**src/rtl/bit_collector_pkg.sv**
```systemverilog
// Shared types and helpers for the bit_collector serial-to-parallel stage.
package bit_collector_pkg;

  typedef enum logic {
    COLLECT = 1'b0,
    HOLD    = 1'b1
  } collector_state_t;

  // A count of 0..n needs $clog2(n+1) bits, and never fewer than one bit.
  function automatic int cnt_width(int n);
    int w;
    w = $clog2(n + 1);
    return (w < 1) ? 1 : w;
  endfunction

endpackage

```
**src/rtl/bit_collector.sv**
```systemverilog
// Collects COUNT_OF_BITS serial bits into a vector and holds it for the reduction stage.
// Optional registered parity output enabled by the BIT_COLLECTOR_PARITY_EN macro.
module bit_collector
  import bit_collector_pkg::*;
#(
  parameter int COUNT_OF_BITS = 4,
  parameter bit MSB_FIRST     = 1'b0,
  localparam int CNT_W        = cnt_width(COUNT_OF_BITS)
)(
  input  logic                     clk,
  input  logic                     rst,
  input  logic                     in_bit,
  input  logic                     in_valid,
  output logic                     in_ready,
  input  logic                     abort,
  output logic [COUNT_OF_BITS-1:0] out_vector,
  output logic                     out_valid,
  input  logic                     out_ready,
  output logic [CNT_W-1:0]         fill_count
`ifdef BIT_COLLECTOR_PARITY_EN
  ,
  output logic                     parity
`endif
);

  localparam logic [CNT_W-1:0] LAST_IDX = CNT_W'(COUNT_OF_BITS - 1);

  collector_state_t         r_state;
  collector_state_t         w_nextState;
  logic [CNT_W-1:0]         r_fillCount;
  logic [COUNT_OF_BITS-1:0] r_vector;
  logic [COUNT_OF_BITS-1:0] w_nextVector;
  logic [CNT_W-1:0]         w_bitIndex;
  logic                     w_accept;
  logic                     w_lastBit;
  logic                     w_handshake;

  assign in_ready    = (r_state == COLLECT);
  assign out_valid   = (r_state == HOLD);
  assign out_vector  = r_vector;
  assign fill_count  = r_fillCount;
  assign w_accept    = in_valid && in_ready;
  assign w_lastBit   = (r_fillCount == LAST_IDX);
  assign w_handshake = out_valid && out_ready;
  assign w_bitIndex  = MSB_FIRST ? (LAST_IDX - r_fillCount) : r_fillCount;

  // Only the addressed position changes; the rest keep their previous contents.
  always_comb begin
    w_nextVector = r_vector;
    for (int i = 0; i < COUNT_OF_BITS; i++) begin
      if (CNT_W'(i) == w_bitIndex) begin
        w_nextVector[i] = in_bit;
      end
    end
  end

  always_comb begin
    w_nextState = r_state;
    case (r_state)
      COLLECT: if (!abort && w_accept && w_lastBit) w_nextState = HOLD;
      HOLD:    if (abort || out_ready) w_nextState = COLLECT;
      default: w_nextState = COLLECT;
    endcase
  end

  // abort outranks both a bit acceptance and an output handshake.
  always_ff @(posedge clk or posedge rst) begin
    if (rst) begin
      r_state     <= COLLECT;
      r_fillCount <= '0;
      r_vector    <= '0;
    end else begin
      r_state <= w_nextState;
      if (abort) begin
        r_fillCount <= '0;
      end else if (w_accept) begin
        r_fillCount <= r_fillCount + CNT_W'(1);
        r_vector    <= w_nextVector;
      end else if (w_handshake) begin
        r_fillCount <= '0;
      end
    end
  end

`ifdef BIT_COLLECTOR_PARITY_EN
  logic r_parity;

  assign parity = r_parity;

  always_ff @(posedge clk or posedge rst) begin
    if (rst) begin
      r_parity <= 1'b0;
    end else if (abort || w_handshake) begin
      r_parity <= 1'b0;
    end else if (w_accept) begin
      r_parity <= r_parity ^ in_bit;
    end
  end
`endif

endmodule

```
**config.mk**
```make
export PLATFORM = sky130hd
export DESIGN_NAME = bit_collector
export DESIGN_NICKNAME = d
export VERILOG_FILES = /design/src/rtl/bit_collector_pkg.sv /design/src/rtl/bit_collector.sv
export SDC_FILE = /design/constraint.sdc
export NUM_CORES = 1
export LEC_CHECK = 0
export ABC_CLOCK_PERIOD_IN_PS = 1440
export CORE_AREA = 8 8 45 47
export DETAILED_ROUTE_END_ITERATION = 10
export DIE_AREA = 0 0 53 55
export HOLD_SLACK_MARGIN = 0.15
export SLEW_MARGIN = 20
export SYNTH_ARGS = -nofsm -noshare
export SYNTH_HDL_FRONTEND = slang
export SYNTH_SLANG_ARGS = --single-unit
export TNS_END_PERCENT = 100
```
**constraint.sdc**
```tcl
create_clock -name clk -period 1.44 [get_ports clk]
set_input_delay 0.216 -clock clk [delete_from_list [all_inputs] [get_ports clk]]
set_output_delay 0.216 -clock clk [all_outputs]
set_load 0.01 [all_outputs]
```
==> flow_summary.json <==
{
  "outcome": "complete, no violations",
  "ios": 15,
  "rsz0062_at_grt": "yes",
  "ant_nets": 0,
  "cp_data_required_time_ns": 1.57,
  "hold_class": "in -> async",
  "period_needed_ns": 1.39,
  "cp_data_arrival_time_ns": 1.52,
  "grt_pass1_wl_um": 1550,
  "grt_pass1_vias": 386,
  "r2r-start": "out_valid",
  "syn_nets": 50,
  "routedWlPerCell_um": 12.6,
  "ys_types": 14,
  "endpoint": "out_vector[1]",
  "finalClockSkew_ns": 0.00249,
  "drcViolationCount": 0,
  "grt_max_degree": 9,
  "fin_ws_ns": 0.0452,
  "worst_pin_slew_ns": 0.261,
  "yosysSeqAreaShare_pct": 45.6,
  "cts_buffers": 3,
  "vias": 362,
  "die_y_um": 55,
  "drt_iter0_markers": 2,
  "dpl_worst_slack_ns": -0.105,
  "nets": 77,
  "grt_overflow": 0,
  "slew_headroom_pct": 82.1,
  "crit_type": "reg -> reg",
  "postSynthAreaPerCell_um2": 11.3,
  "antenna_found_initial": 0,
  "leakage_nw": 0.347,
  "core_um2": 1380,
  "routabilityCongestion": 0.745,
  "firstDrtPassIters": 4,
  "final_common_cell": "clkdlybuf4s50_1",
  "htreeDepth": 1,
  "drive_gt1_share_pct": 26.6,
  "vias_per_cell": 4.53,
  "pwr_density_cell_nw_per_um2": 897,
  "numPortBuffers": 14,
  "fmax_mhz": 717,
  "row_count": 14,
  "start_util_pct": 31.7,
  "utilization_pct": 50.4,
  "r2r_slack_ns": 0.05,
  "die-area_um2": 2920,
  "areaGrowthSynthToFinish_pct": 58.7,
  "r2r_end": "out_vector[1]",
  "antenna_cells": 0,
  "synth_area_um2": 439,
  "setup_viol": 0,
  "clock-root-buffer": "clkbuf_4",
  "end_kind": "register",
  "insertion_delay_ns": 0.24,
  "layout_common_cells": "clkdlybuf4s50_1 (10), dfrtp_1 (7), buf_4 (7), inv_1 (5), ha_1 (5)",
  "critPathLaunchType": "register",
  "finalSetupTns_ns": 0,
  "yosys-top-cells-area": "dfrtp_1 (46%), ha_1 (14%), mux2_1 (7.7%)",
  "vdd_drop_max_v": 0.000593,
  "ff2ff_path_depth": 4,
  "cp_max_fo": 4,
  "cts_buffer_depth": 2,
  "drv_cap": 0,
  "cts_tree": "yes",
  "drv_slew": 0,
  "fin_crit_sh_pct": 96.9,
  "cts_num_sinks": 8,
  "synth_top_area_share_pct": 45.6,
  "yosysWarningCount": 0,
  "syn-instance-count": 39,
  "clk_pin_slew_ns": 0.05,
  "ys_seq_elements": 8,
  "groute.usage.overall_pct": 7.27,
  "totalWireLength_um": 1010,
  "dp_hpwl_um": 758,
  "die_w_um": 53,
  "hold_viol_final": 0,
  "synth_top_area_cell": "dfrtp_1",
  "crit_path_start": "out_valid"
}
==> cells in the mapped netlist, drive strengths merged <==
cell type and number:
mux2i 1, nor3b 2, a32oi 1, mux2 4
inv 5, nor2 4, dfrtp 8, nand2b 1
nor4b 1, a21oi 3, ha 5, nand3b 1
nand2 3
==> area by class of cell <==
class	instances	area, µm²
fill	131	687
multi-input combinational	26	231
timing repair buffer	22	203
sequential	8	201
clock buffer	3	22.5
tap	16	20.0
inverter	5	18.8
==> logic make-up (layout without fill, tap and decap cells) <==
| kind of cell | after synthesis | count (layout) | share of synthesized area (%) |
|---|---|---|---|
| and+or+nand+nor | 12 | 12 | 17.9 |
| DFF | 8 | 8 | 45.6 |
| adders and majority gates | 5 | 5 | 14.2 |
| muxes | 5 | 5 | 12.5 |
| buffers and inverters | 5 | 30 | 4.27 |
| AOI/OAI and AO/OA | 4 | 4 | 5.41 |
==> state kept, by name (all words and copies together), names as in the netlist <==
register / count
out_vector: 4
fill_count: 3
out_valid: 1
==> stage by stage <==
| stage | hold WS, ns | instances | power [mW] | area (µm²) |
|---|---|---|---|---|
| 5_1_grt | 0.247 | 80 | 0.671 | 697 |
| 3_5_place_dp | 0.478 | 73 | 0.451 | 629 |
| 3_3_place_gp | 0.477 | 73 | 0.451 | 629 |
| 2_1_floorplan | 0.0317 | 39 | 0.343 | 439 |
| 6_report | 0.210 | 80 | 0.625 | 697 |
| 4_1_cts | 0.210 | 79 | 0.618 | 672 |
==> per-layer routing <==
layer,up-vias,track usage (%),routed length [µm]
met3,2,2.41,47
met1,171,7.76,444
met4,0,5.17,9
met5,-,0,0
li1,183,-,-
met2,6,11.9,509
==> worst min-delay path by stage <==
| stage | end | slack (ns) | from | depth (start not counted) |
|---|---|---|---|---|
| floorplan | fill_count[0] | 0.03 | rst | 1 |
| global placement | out_vector[0] | 0.48 | rst | 2 |
| detailed placement | out_vector[3] | 0.48 | rst | 2 |
| CTS | out_vector[3] | 0.21 | rst | 2 |
| global route | out_vector[2] | 0.25 | rst | 2 |
| finish | out_vector[3] | 0.21 | rst | 2 |
==> where the power goes <==
group          switching [mW]  internal (mW)
logic                  0.0701          0.121
registers              0.0176          0.258
clock network          0.0640         0.0945
==> timing repair <==
item,CTS,global route
setup buffers,3,1
endpoints found under the setup margin,5,4
resized for setup,4,5
cloned,0,0
hold buffers,0,0
pin swaps,0,3
==> worst max-delay path: stages (launching register included) <==
cell	delay, ns
dfrtp_2	0.41
buf_6	0.13
nor4b_4	0.31
nand2_1	0.12
mux2_4	0.31
Power figures use the tool's default switching activity.
